--- config.mk ---
export PLATFORM = sky130hd
export DESIGN_NAME = writeback_unit
export DESIGN_NICKNAME = d
export VERILOG_FILES = /design/src/rtl/writeback_unit.sv
export SDC_FILE = /design/constraint.sdc
export NUM_CORES = 1
export LEC_CHECK = 0
export BUFFER_PORTS_ARGS = -buffer_cell sky130_fd_sc_hd__buf_2
export CORE_MARGIN = 5
export CORE_UTILIZATION = 30
export DETAILED_ROUTE_END_ITERATION = 7
export PLACE_DENSITY = 0.52
export SLEW_MARGIN = 10
export SYNTH_ARGS = -nofsm -noshare
export SYNTH_HDL_FRONTEND = slang
export SYNTH_SLANG_ARGS = --single-unit
--- constraint.sdc ---
create_clock -name clk -period 3.9 [get_ports clk]
set_clock_uncertainty 0.05 [all_clocks]
set_input_delay 1.17 -clock clk [delete_from_list [all_inputs] [get_ports clk]]
set_output_delay 1.17 -clock clk [all_outputs]
set_load 0.01 [all_outputs]
--- src/rtl/writeback_unit.sv ---
// Writeback stage: MEM/WB register, result select with load extraction, and a
// write-port arbiter that slots late multicycle results in behind the pipeline.
module writeback_unit #(
  parameter int XLEN       = 32,
  parameter int RA_W       = 5,
  parameter int LATE_DEPTH = 4
) (
  input  logic                              clk,
  input  logic                              rst,
  input  logic                              Valid_M,
  input  logic                              RegWrite_M,
  input  logic [RA_W-1:0]                   Rd_M,
  input  logic [2:0]                        ResultSrc_M,
  input  logic [2:0]                        Funct3_M,
  input  logic [XLEN-1:0]                   ALU_Result_M,
  input  logic [XLEN-1:0]                   ReadData_M,
  input  logic [XLEN-1:0]                   PCPlus4_M,
  input  logic [XLEN-1:0]                   CSRData_M,
  input  logic [XLEN-1:0]                   ImmExt_M,
  input  logic                              late_valid_i,
  output logic                              late_ready_o,
  input  logic [RA_W-1:0]                   late_rd_i,
  input  logic [XLEN-1:0]                   late_data_i,
  output logic                              RegWrite_W,
  output logic [RA_W-1:0]                   Rd_W,
  output logic [XLEN-1:0]                   Result_W,
  output logic [$clog2(LATE_DEPTH):0]       late_count_o,
  output logic                              bad_src_o
);

  localparam int PTR_W = $clog2(LATE_DEPTH);
  localparam int CNT_W = PTR_W + 1;

  logic            wb_valid;
  logic            wb_regwrite;
  logic [RA_W-1:0] wb_rd;
  logic [2:0]      wb_src;
  logic [2:0]      wb_funct3;
  logic [XLEN-1:0] wb_alu;
  logic [XLEN-1:0] wb_rdata;
  logic [XLEN-1:0] wb_pc4;
  logic [XLEN-1:0] wb_csr;
  logic [XLEN-1:0] wb_imm;

  always_ff @(posedge clk or negedge rst) begin
    if (!rst) begin
      wb_valid    <= 1'b0;
      wb_regwrite <= 1'b0;
      wb_rd       <= '0;
      wb_src      <= '0;
      wb_funct3   <= '0;
      wb_alu      <= '0;
      wb_rdata    <= '0;
      wb_pc4      <= '0;
      wb_csr      <= '0;
      wb_imm      <= '0;
    end else begin
      wb_valid    <= Valid_M;
      wb_regwrite <= Valid_M & RegWrite_M;
      wb_rd       <= Rd_M;
      wb_src      <= ResultSrc_M;
      wb_funct3   <= Funct3_M;
      wb_alu      <= ALU_Result_M;
      wb_rdata    <= ReadData_M;
      wb_pc4      <= PCPlus4_M;
      wb_csr      <= CSRData_M;
      wb_imm      <= ImmExt_M;
    end
  end

  // Halfword lane uses only address bit 1; misaligned halves never reach WB.
  logic [7:0]      ld_byte;
  logic [15:0]     ld_half;
  logic [XLEN-1:0] load_val;
  logic            load_ok;

  assign ld_byte = wb_rdata[{wb_alu[1:0], 3'b000} +: 8];
  assign ld_half = wb_rdata[{wb_alu[1], 4'b0000} +: 16];

  always_comb begin
    load_val = '0;
    load_ok  = 1'b1;
    case (wb_funct3)
      3'b000:  load_val = {{(XLEN-8){ld_byte[7]}}, ld_byte};
      3'b001:  load_val = {{(XLEN-16){ld_half[15]}}, ld_half};
      3'b010:  load_val = wb_rdata;
      3'b100:  load_val = {{(XLEN-8){1'b0}}, ld_byte};
      3'b101:  load_val = {{(XLEN-16){1'b0}}, ld_half};
      default: load_ok  = 1'b0;
    endcase
  end

  logic [XLEN-1:0] sel_val;
  logic            src_ok;

  always_comb begin
    sel_val = '0;
    src_ok  = 1'b1;
    case (wb_src)
      3'b000: sel_val = wb_alu;
      3'b001: begin
        src_ok  = load_ok;
        sel_val = load_ok ? load_val : '0;
      end
      3'b010: sel_val = wb_pc4;
      3'b011: sel_val = wb_csr;
      3'b100: sel_val = wb_imm;
      default: src_ok = 1'b0;
    endcase
  end

  logic pipe_wr;

  assign bad_src_o = wb_valid & ~src_ok;
  assign pipe_wr   = wb_regwrite & (wb_rd != '0) & src_ok;

  logic [RA_W-1:0] fifo_rd   [LATE_DEPTH];
  logic [XLEN-1:0] fifo_data [LATE_DEPTH];
  logic [PTR_W-1:0] wr_ptr;
  logic [PTR_W-1:0] rd_ptr;
  logic [CNT_W-1:0] count;
  logic             fifo_push;
  logic             fifo_pop;

  // Readiness looks only at occupancy so a full FIFO cannot refill in the cycle it drains.
  assign late_ready_o = (count < CNT_W'(LATE_DEPTH)) & rst;
  assign fifo_push    = late_valid_i & late_ready_o & (late_rd_i != '0);
  assign fifo_pop     = ~pipe_wr & (count != '0);
  assign late_count_o = count;

  always_ff @(posedge clk or negedge rst) begin
    if (!rst) begin
      wr_ptr <= '0;
      rd_ptr <= '0;
      count  <= '0;
    end else begin
      if (fifo_push) wr_ptr <= wr_ptr + PTR_W'(1);
      if (fifo_pop)  rd_ptr <= rd_ptr + PTR_W'(1);
      case ({fifo_push, fifo_pop})
        2'b10:   count <= count + CNT_W'(1);
        2'b01:   count <= count - CNT_W'(1);
        default: count <= count;
      endcase
    end
  end

  always_ff @(posedge clk) begin
    if (fifo_push) begin
      fifo_rd[wr_ptr]   <= late_rd_i;
      fifo_data[wr_ptr] <= late_data_i;
    end
  end

  always_comb begin
    RegWrite_W = 1'b0;
    Rd_W       = '0;
    Result_W   = '0;
    if (pipe_wr) begin
      RegWrite_W = 1'b1;
      Rd_W       = wb_rd;
      Result_W   = sel_val;
    end else if (fifo_pop) begin
      RegWrite_W = 1'b1;
      Rd_W       = fifo_rd[rd_ptr];
      Result_W   = fifo_data[rd_ptr];
    end
  end

endmodule

==> run summary, run 1 <==
Of all nets on the critical path, the largest fanout is 17. Cell type with the highest aggregate area in the netlist: dfrtp_1. TritonCTS built the clock tree. The highest clock frequency the design can meet was 0.258 GHz.

The count of flip-flops with a built-in enable after synthesis was 148. Share of synthesized flip-flops with an asynchronous set or reset: 54.9%. The largest individual stage delay along the critical path comes from the cell or3_1.

In this run the number of H-tree levels came out at 2. The average instance area after synthesis works out to 16.1 um^2. The final critical path takes up 99.2% of the cycle. The clock passes through at most 3 buffers. The first global-routing pass estimated 56.3 mm of wire. In this run, synthesis produced a sequential element count of 328.

Counting instances in the post-synthesis netlist gives the leading cell types as dfrtp_1 (180), edfxtp_1 (148), a31oi_1 (45). Critical register-to-register path endpoint: late_count_o[2]. The path class of the tightest hold or removal check is reg -> reg.

By area the synthesized netlist is led by dfrtp_1 (36%), edfxtp_1 (36%), mux4_2 (6.7%). The tools report the critical register-to-register path startpoint as wb_rd[1]. The width of the chip was 214 um. The number of primary I/O pins was 256; the static power due to leakage was 6.45 nW.

After detailed routing, the number of remaining DRC violations is 0. Number of buffer and inverter stages on the critical path: 2. STA puts the critical path data arrival time at 2650 ps. The tools report the initial standard-cell utilization of the core as 30.4%. The later pin in the worst-skew pair is clocked with a latency of 540 ps.

The tree built by TritonCTS fans out to 328 sinks. Dividing the detail-routed wire length by the instance count gives 24.6 um. Setup repair after global routing could not meet its margin everywhere. The first-pass iteration count of the detailed router was 5. The count of unique library cells instantiated by Yosys was 56; the final instance count without filler cells was 1,630. The transition time at the pin with the least slew margin was 937 ps; the area share of the largest cell type after synthesis was 36.2%.

The area growth from synthesis to final layout was 28.3%; the overall fraction of global-route tracks in use was 17.2%. The startpoint identified for the worst hold timing path is late_count_o[0]. The post-route netlist has 40.4% of its cells at a drive strength greater than 1. Measured against its own limit, the worst slew margin works out to 37.5%. The run finished with clean final reports. Entering global routing, the biggest net connects 137 pins.

The run gives 0.0145 mm^2 as the total placed instance area. For the half-perimeter wire length after placement, the log shows 28.7 mm. The floorplan step defined a die boundary enclosing 0.0457 mm^2. Final weighted congestion of routability-driven global placement: 0.817. Walking the worst path, the cells encountered are or3_1 > buf_12 > a21oi_1 > a31oi_2 > buf_2. The total routed wirelength is 40.1 mm, and the simple-gate share of the synthesized area is 5.21%. The post-layout utilization of the core was 39.0%. The clock period could shrink to 3870 ps. The class of the most critical setup path is reg -> out. For this block, the initial DRC count from the detailed router was 674. Critical path capture point type: an output pin. The register clock-pin slew on the reported worst setup and hold paths was 50 ps.

The detail route stage leaves a number of antenna-violating nets equal to 0. The number of cells on the worst reg-to-reg path is 13. The overflow left after global routing is 0. Hold-critical path depth: 1. For this run, the number of Yosys warnings is 0.

The capture endpoint of the worst hold path was late_count_o[0]. The max-capacitance violation count is 0, and the net count of the finished layout is 1,281. Predominant post-synthesis flop cell: dfrtp_1. The number of global-route vias before repair came out at 8,234. Setup violations remaining at the end of the flow were counted as 0.

Register area share after synthesis: 71.9%. The synthesized-area fraction occupied by xor and xnor cells is 0.422%, and the biggest cell delay along the critical path is 780 ps. Dividing total power by cell area gives a power density of 612 mW/mm^2. The run gives 329 uV as the maximum vdd ir drop.

When the netlist entered floorplanning its net count stood at 992. By area, the combinational part of the netlist is dominated by multiplexers. Summing every instance area after synthesis gives 0.0124 mm^2.

Setup slack on the worst reg-to-reg path comes out at 970 ps. The most numerous cell in the Yosys netlist is dfrtp_1. The logs give 0 for the total of hold buffers inserted after clock tree synthesis and 0 for the total count of max-transition violations in the final report. The floorplan has 74 rows. Measured against the total synthesized area, the mux share comes to 10.5%. The data required time of the critical path was 2680 ps; the placeable core region was 0.0409 mm^2. TritonCTS created 39 clock buffers.

On the critical path the largest part of the delay comes from simple AND/OR/NAND/NOR gates. The cell sitting at the root of the clock tree is a clkbuf_16. The run gives 0.0160 mm^2 as the total non-filler cell area in the finished layout. The number of vias after detailed routing is 7,890. The worst setup path is launched from a register. The number of hold violations in the final report came out at 0.

The synthesized netlist devotes 9.23% of its cell area to compound gates. The share of synthesized cell area in full adder, half adder and majority cells was 0.663%. The logs give 12 for the initial antenna violation count and 773 for the instance count of the mapped netlist.

In the routed layout, each cell is associated on average with a via count of 4.84. On the final layout, the worst hold slack is 492 ps. The placed instance count is 1,545, and the chip height is 214 um. The number of input and output port buffers inserted is 255.
==> worst max path at each step <==
| stage | start | to | slack (ps) | cells past startpoint |
|---|---|---|---|---|
| after detailed placement | wb_alu[1] | Result_W[15] | 420 | 7 |
| after CTS | wb_funct3[0] | Result_W[28] | -20 | 7 |
| after global placement | wb_src[2] | Result_W[13] | 390 | 5 |
| final | late_count_o[0] | Result_W[19] | 30 | 5 |
| after floorplan | rst | fifo_data[0][0] | 650 | 4 |
| after global routing | wb_src[1] | Result_W[6] | -10 | 6 |
==> cells by family after synthesis <==
kind of cell,count (synthesis)
AOI/OAI and AO/OA,169
muxes,83
DFF,328
and+or+nand+nor,126
adders and majority gates,6
buffers and inverters,55
xor gates and xnor gates,6
==> cells in the final DEF (no fill, tap or decap), drive strengths merged, types with 3 or more instances in the layout <==
master and count:
a211o 5, a21oi 34, a222oi 6, a22oi 8, a2bb2oi 22, a31oi 45, a32oi 4, and2 23
buf 291, clkbuf 62, clkinv 7, dfrtp 180, diode 7, edfxtp 148, ha 5, inv 10
mux2 13, mux2i 33, mux4 37, nand2 27, nand2b 7, nand3 6, nor2 35, nor2b 3
nor3 4, o211ai 4, o21ai 31, or2 9, or3 3, xor2 4
==> flip-flops by register name, indices dropped and copies added (netlist names), 3 cells and up <==
| signal | count |
|---|---|
| wb_src | 3 |
| wb_imm | 32 |
| wb_pc4 | 32 |
| wb_funct3 | 3 |
| fifo_data | 128 |
| late_count_o | 3 |
| wb_rd | 5 |
| fifo_rd | 20 |
| wb_rdata | 32 |
| wb_csr | 32 |
| wb_alu | 32 |
==> power breakdown <==
| part | internal [mW] | switching, mW |
|---|---|---|
| logic | 1.04 | 1.26 |
| registers | 3.88 | 0.144 |
| clock network | 2.05 | 1.41 |
==> layout make-up <==
type / count / area (um^2)
fillers: 3941 / 24900
flip-flops and latches: 328 / 8960
multi-input cells: 390 / 3350
repair buffers: 293 / 1720
clock buffers: 61 / 1160
well taps: 532 / 666
clock inverters: 9 / 58.8
inverters: 10 / 37.5
diodes: 7 / 17.5
==> what timing repair did <==
item                                    4_1_cts  5_1_grt
cloned                                        1        0
resized for setup                            18       10
buffers inserted                              3        4
pin swaps                                     5        5
hold endpoints to repair                      0        0
endpoints found under the setup margin       25       23
==> metal layers <==
metal	GRT usage (%)	wire (um)
met1	24.0	17700
met3	5.65	3460
met2	25.6	17700
met5	0	21
met4	5.37	1190
==> metrics by stage <==
step                      TNS, ps  setup WS [ps]  power (mW)
after global routing        -22.5          -11.8        10.2
after floorplan                 0            654        5.32
after global placement          0            390        6.37
after detailed placement        0            417        6.37
final                           0           30.1        9.78
after CTS                   -17.7          -17.7        9.90
Power figures use the tool's default switching activity.
==> run 2, diff against run 1 <==
==> constraint.sdc (replaced) <==
create_clock -name clk -period 3.6 [get_ports clk]
set_clock_uncertainty 0.05 [all_clocks]
set_input_delay 1.08 -clock clk [delete_from_list [all_inputs] [get_ports clk]]
set_output_delay 1.08 -clock clk [all_outputs]
set_load 0.01 [all_outputs]
==> run 2 against run 1 <==
The flow now finishes with violations (setup timing). Final cell count is 1.5% higher. Worst hold slack better by 4.6 ps. Non-clock buffer count is 26 higher. Sequential power is 9.2% higher. Critical path depth is 3 higher. Global-route usage is 0.42 points higher. Count of clock-buffer cells in the layout is 8 lower. Combinational power is 34% higher. Sequential share of layout area is 3.6 points lower. Via count is 1.1% higher.
==> run summary, run 2 (synthesis results as in run 1) <==
The final weighted congestion of routability-driven global placement was 0.801 (-2.0%). The final critical path takes up 103% of the cycle. The overflow left after global routing came out at 0 (unchanged). The tools report the half-perimeter wire length after placement as 28.6 mm (-0.44%).

The number of vias after detailed routing is 7,975 (+1.1%). The number of input and output port buffers inserted was 255 (unchanged); the area growth from synthesis to final layout was 37.2%. The transition time at the pin with the least slew margin works out to 748 ps (-189 ps). The number of buffers inserted during clock tree synthesis is 38 (-2.6%). Source of the worst hold timing path: late_count_o[0]. Slowest library cell on the worst path: or4_4.

Flip-flop count of the largest register, all copies and words added: 128 (unchanged). The maximum vdd ir drop came out at 263 uV (-20%). The flow ran to the end, but the final reports show violations.

The type of origin of the critical path was a register. The signal on the critical path passes through or4_4 > o21ai_4 > buf_6 > a21oi_4 > buf_6 > o211ai_1 > a2bb2oi_1 > buf_4. The max-capacitance violation count came out at 0 (unchanged). The tools report the H-tree depth as 2 (unchanged). The run gives 0 (unchanged) as the final routed DRC violation total. The overall fraction of global-route tracks in use is 17.6% (+0.42 points), and the total routed wirelength is 40.8 mm (+1.8%).

The global routing usage on met1 was 23.8% (-0.21 points). The kind of path behind the tightest hold check was reg -> reg. In this run the critical register-to-register path is captured at late_count_o[2].

For the number of rows in the core area, the log shows 74 (unchanged). The fraction of met2 tracks used by global routing was 26.9% (+1.3 points). The tools report the capture endpoint of the worst hold path as late_count_o[0]. The minimum clock period after layout came out at 3700 ps. The tools report the placeable core region as 0.0409 mm^2 (unchanged).

For the reg2reg setup slack, the log shows 520 ps (-450 ps). Cell occurring most often along the worst timing path: buf_6. The number of DRC violations after detailed-routing iteration 0 is 586 (-13%). The maximum number of pins on one net before global-route repair was 133 (-2.9%); the initial antenna violation count was 13 (+1).

Register clock-pin slew on the reported worst setup and hold paths: 60 ps (about the same). The global-route track usage on met3 is 5.68% (+0.029 points). The die area came out at 0.0457 mm^2 (unchanged).

The run gives 178 ps (-239 ps) as the post-placement worst setup slack. The detail-routed net length per standard cell is 24.7 um (+0.26%). The logs give 550 ps (about the same) for the clock latency reported for the late side of the worst-skew pair and 30.4% (unchanged) for the initial standard-cell utilization of the core. Power density over cell area: 675 mW/mm^2 (+10%). The final reports fail on setup timing. The data arrival time of the critical path was 2570 ps (-80 ps). STA classifies the critical path endpoint as an output pin.

Leaving out fill and tap cells, the most frequent cells in the layout are buf_2 (225), dfrtp_1 (171), edfxtp_1 (148), buf_4 (46), clkbuf_16 (40). The post-detailed-route count of antenna-violating nets is 0 (unchanged), and the overall power of the completed layout is 11.5 mW (+18%). The logic depth of the worst register-to-register path is 14 (+1). Data required time of the critical path: 2470 ps (-210 ps). The clock tree root driver cell is clkbuf_16. Ranked by flip-flop count, first place goes to fifo_data.

Setup repair after global routing could not meet its margin everywhere. The chip height was 214 um (unchanged). For the static power due to leakage, the log shows 6.79 nW (+5.3%). The width of the chip came out at 214 um (unchanged). The tools report the number of global-route vias before repair as 8,576 (+4.2%).

The logs give 328 (unchanged) for the clock sink count and 3 (unchanged) for the number of buffers on the longest clock path. The first-pass GRT wire length is 58.1 mm (+3.1%), and the total of endpoints with negative setup slack in the final report is 28 (+28). The first-pass iteration count of the detailed router was 8 (+3); the hold-critical path depth was 1 (unchanged).

The net count of the finished layout is 1,307 (+2.0%). Final critical-path setup slack: -95.6 ps (-126 ps). The biggest cell delay along the critical path is 550 ps (-230 ps), and the number of primary I/O pins is 256 (unchanged).

Static timing analysis puts the maximum clock frequency at 0.271 GHz. TritonCTS built the clock tree. The maximum fanout along the worst path was 4 (-13). The startpoint identified for the worst register-to-register timing path is wb_rd[2]. The aggregate negative setup slack is -1300 ps (-1300 ps). Leaving out fill and tap cells, the most frequent cell in the layout is buf_2.

The number of hold violations in the final report was 0 (unchanged). For the remaining max-slew budget at the tightest pin, the log shows 50.2% (+13 points). The detail-routed via count per cell is 4.82 (-0.45%). The worst setup path is of the reg -> out kind. The fraction of layout cells with a size suffix above 1 came out at 48.1% (+7.7 points). In this run the most used layer during global routing was met2.

The total count of max-transition violations in the final report was 0 (unchanged).
-- run 2: changes by cell type in the layout (fill, tap and decap cells not counted), moves of 7 or more --
cell / delta
buf_2: -29
buf_6: +28
a21oi_1: -21
a31oi_4: +20
buf_4: +20
a21oi_2: +19
a31oi_1: -19
a2bb2oi_1: -10
a2bb2oi_2: +10
o21ai_0: -10
o21ai_1: +9
clkbuf_1: -7
-- run 2: layout make-up --
| type | instances | area (um^2) |
|---|---|---|
| diodes | 7 | 17.5 |
| clock buffers | 53 | 1110 |
| clock inverters | 15 | 206 |
| fillers | 3793 | 23800 |
| inverters | 10 | 37.5 |
| multi-input cells | 391 | 3870 |
| flip-flops and latches | 328 | 8960 |
| well taps | 532 | 666 |
| repair buffers | 319 | 2210 |
-- run 2: stage by stage --
step / util (%) / hold slack (ps) / area (um^2) / std cells
after detailed placement: 35.8 / 486 / 14600 / 1557
final: 41.7 / 497 / 17100 / 1655
after floorplan: - / 502 / 12400 / 773
after global placement: 35.8 / 479 / 14600 / 1557
after global routing: 41.7 / 520 / 17100 / 1650
after CTS: 40.6 / 496 / 16600 / 1639
-- run 2: worst max-delay path, delay by kind of cell (launching register included) --
kind | cells | cell delay, ps
buffers and inverters | 3 | 430
AOI/OAI and AO/OA | 4 | 630
and+or+nand+nor | 1 | 550
DFF | 1 | 400
-- run 2: routing by layer --
metal	part of all wire, %	up-vias
li1	-	3587
met1	44	4025
met2	45	275
met3	7.8	76
met4	3.0	12
met5	0.15	-
-- run 2: power breakdown --
group,internal (mW),switching [mW],leakage [nW]
registers,4.20,0.188,3.43
logic,1.55,1.54,2.72
clock network,2.51,1.54,0.643
-- run 2: what timing repair did --
| action | 4_1_cts | 5_1_grt |
|---|---|---|
| hold buffers | 0 | 0 |
| endpoints found under the setup margin | 38 | 37 |
| hold endpoints to repair | 0 | 0 |
| pin swaps | 9 | 19 |
| setup buffers | 10 | 8 |
| gates cloned | 4 | 1 |
| resized for setup | 94 | 77 |
-- run 2: worst max path at each step --
stage	slack (ps)	cells past startpoint	end	start
detailed placement	180	7	Result_W[7]	wb_src[1]
finish	-100	8	Result_W[1]	wb_rd[2]
floorplan	440	4	fifo_data[0][0]	rst
global route	-170	8	Result_W[1]	wb_rd[2]
global placement	160	7	Result_W[7]	wb_src[1]
CTS	-170	8	Result_W[1]	wb_rd[1]
==> run 3, diff against run 2 <==
--- a/config.mk
+++ b/config.mk
@@ -6,6 +6,8 @@
 export NUM_CORES = 1
 export LEC_CHECK = 0
 export BUFFER_PORTS_ARGS = -buffer_cell sky130_fd_sc_hd__buf_2
+export CAP_MARGIN = 20
+export CORE_ASPECT_RATIO = 1.25
 export CORE_MARGIN = 5
 export CORE_UTILIZATION = 30
 export DETAILED_ROUTE_END_ITERATION = 7
==> run 3 against run 2 <==
The flow still finishes with violations (setup timing). Sequential share of layout area grew 2.1 points. Global-route usage shrank 0.53 points. Combinational power shrank 8.8%. Register-to-register slack improved by 230 ps. Sequential power down 1%. Maximum frequency grew 0.74%. Largest cell class unchanged.
==> run summary, run 3 (synthesis results as in run 1) <==
The run gives 83 (+12%) as the number of rows in the core area. The number of input and output port buffers inserted was 255 (unchanged); the fraction of layout cells with a size suffix above 1 was 44.7% (-3.4 points). The register clock-pin slew on the reported worst setup and hold paths is 60 ps (about the same). The number of buffers inserted during clock tree synthesis came out at 36 (-5.3%). The max-capacitance violation count was 0 (unchanged); the static power due to leakage was 6.57 nW (-3.3%).

The run gives 2540 ps (-30 ps) as the data arrival time of the critical path. The highest clock frequency the design can meet came out at 0.273 GHz (+0.74%). The maximum fanout along the worst path is 23 (+19). The overflow left after global routing is 0 (unchanged).

TritonCTS built the clock tree. The logs give -245 ps (+1060 ps) for the aggregate negative setup slack and 256 (unchanged) for the number of primary I/O pins. The total of endpoints with negative setup slack in the final report is 6 (-79%), and the initial standard-cell utilization of the core is 30.3% (-0.071 points). The width of the chip was 192 um (-10%); the final cycle utilization of the critical path was 102% (-0.75 points). The number of DRC violations after detailed-routing iteration 0 is 603 (+2.9%), and the final weighted congestion of routability-driven global placement is 0.820 (+2.4%).

The initial antenna violation count was 7 (-6); the flip-flop count of the largest register, all copies and words added was 128 (unchanged). The run finished, with violations left. The number of global-route vias before repair was 8,458 (-1.4%); the first-pass iteration count of the detailed router was 4 (-4). The critical path in this run is classified as reg -> out. Maximum number of pins on one net before global-route repair: 155 (+17%). Type of origin of the critical path: a register.

The power density over cell area is 654 mW/mm^2 (-3.0%), and the placeable core region is 0.0410 mm^2 (+0.24%). The final hold slack was 496 ps (-1.30 ps); the number of buffers on the longest clock path was 3 (unchanged). The post-layout utilization of the core came out at 40.0% (-1.7 points). The tightest min-delay check is of the reg -> reg type. For the number of hold violations in the final report, the log shows 0 (unchanged). The total count of max-transition violations in the final report was 0 (unchanged); the post-placement worst setup slack was 255 ps (+77.2 ps). The net count of the finished layout is 1,294 (-0.99%). The area growth from synthesis to final layout works out to 31.9%. The library cells used most frequently in the layout, excluding fill and tap cells, are buf_2 (238), dfrtp_1 (174), edfxtp_1 (148), buf_4 (46). The tools report the data required time of the critical path as 2470 ps (about the same).

Setup repair after global routing could not meet its margin everywhere. The run gives 0 (unchanged) as the post-detailed-route count of antenna-violating nets. The overall fraction of global-route tracks in use is 17.1% (-0.53 points), and the detail-routed net length per standard cell is 24.0 um (-2.8%).

The detail-routed via count per cell works out to 4.74 (-1.7%). The final routed DRC violation total was 0 (unchanged); the transition time at the pin with the least slew margin was 966 ps (+219 ps). The chip height is 238 um (+11%), and the final instance count without filler cells is 1,662 (+0.42%). Minimum clock period after layout: 3670 ps (-27.1 ps). CTS placed an instance of clkbuf_16 at the clock tree root. The tools report the clock sink count as 328 (unchanged).

The tools report the clock latency reported for the late side of the worst-skew pair as 530 ps (-20 ps). The placed instance count was 1,574 (+1.1%); the die area was 0.0457 mm^2 (about the same). The final reports fail on setup timing.

The H-tree depth is 2 (unchanged), and the maximum vdd ir drop is 401 uV (+53%). The library cell used most frequently in the layout, excluding fill and tap cells, is buf_2. Remaining max-slew budget at the tightest pin: 35.6% (-15 points). The total routed wirelength is 39.8 mm (-2.4%). For the final critical-path setup slack, the log shows -68.5 ps (+27.1 ps). STA classifies the critical path endpoint as an output pin. Half-perimeter wire length after placement: 28.3 mm (-0.94%).

The tools report the first-pass GRT wire length as 56.7 mm (-2.3%). The register ranked first by flip-flop count was fifo_data. The run gives 7,870 (-1.3%) as the number of vias after detailed routing.
run 3: cell count changes in the layout (fill, tap and decap cells not counted), moves of 4 or more:
cell / before / now
nand3_2: 1 / 6
a21oi_1: 12 / 26
a31oi_1: 20 / 31
o21ai_0: 14 / 18
a21oi_2: 19 / 7
buf_2: 225 / 238
o21ai_1: 14 / 9
a31oi_4: 20 / 11
buf_12: 14 / 8
buf_6: 29 / 13
nand3_1: 5 / 0
run 3: metal layers:
metal	vias to the layer above	GRT usage, %	wire length [um]
met5	-	0	32
met1	4023	22.2	16600
met2	235	27.9	19200
li1	3555	-	-
met4	4	5.06	1040
met3	53	4.88	2910
run 3: per-stage QoR:
step | power (mW) | cell area (um^2)
final | 10.7 | 16400
after global routing | 11.3 | 16400
after CTS | 10.8 | 16200
after global placement | 6.87 | 14600
after floorplan | 5.77 | 12400
after detailed placement | 6.87 | 14600
run 3: path summary, 6_finish.rpt:
check / start / slack, ps / end / cells after the start
min in group asynchronous: rst / 530 / wb_valid / 2
setup / recovery: wb_rd[4] / -70 / Result_W[1] / 7
hold reg to reg: late_count_o[2] / 500 / late_count_o[2] / 1
hold / removal: late_count_o[2] / 500 / late_count_o[2] / 1
max in group asynchronous: rst / 1700 / wb_alu[25] / 3
setup reg to reg: wb_rd[4] / 750 / late_count_o[2] / 12
run 3: area by class of cell:
class                           instances  area (um^2)
Tap cell                              552          691
Clock buffer                           49         1000
Antenna cell                            7         17.5
Multi-Input combinational cell        391         3660
Fill cell                            3821        24600
Clock inverter                         17          155
Timing Repair Buffer                  308         1900
Inverter                               10         37.5
Sequential cell                       328         8960
run 3: critical path, stage by stage (launching register included):
cell	delay (ps)
dfrtp_1	410
or4_4	530
o21ai_4	210
a21oi_4	70
buf_12	180
o211ai_1	230
a2bb2oi_1	210
buf_4	160
run 3: timing repair:
action	in CTS	in global routing
cloned	2	0
buffers inserted	12	3
gates resized for setup	64	44
setup endpoints to repair	34	37
hold buffers	0	0
pin swaps	11	10
run 3: where the power goes:
part	internal (mW)	switching [mW]
clock	2.11	1.49
combinational	1.33	1.48
sequential	4.20	0.128
total	7.64	3.10
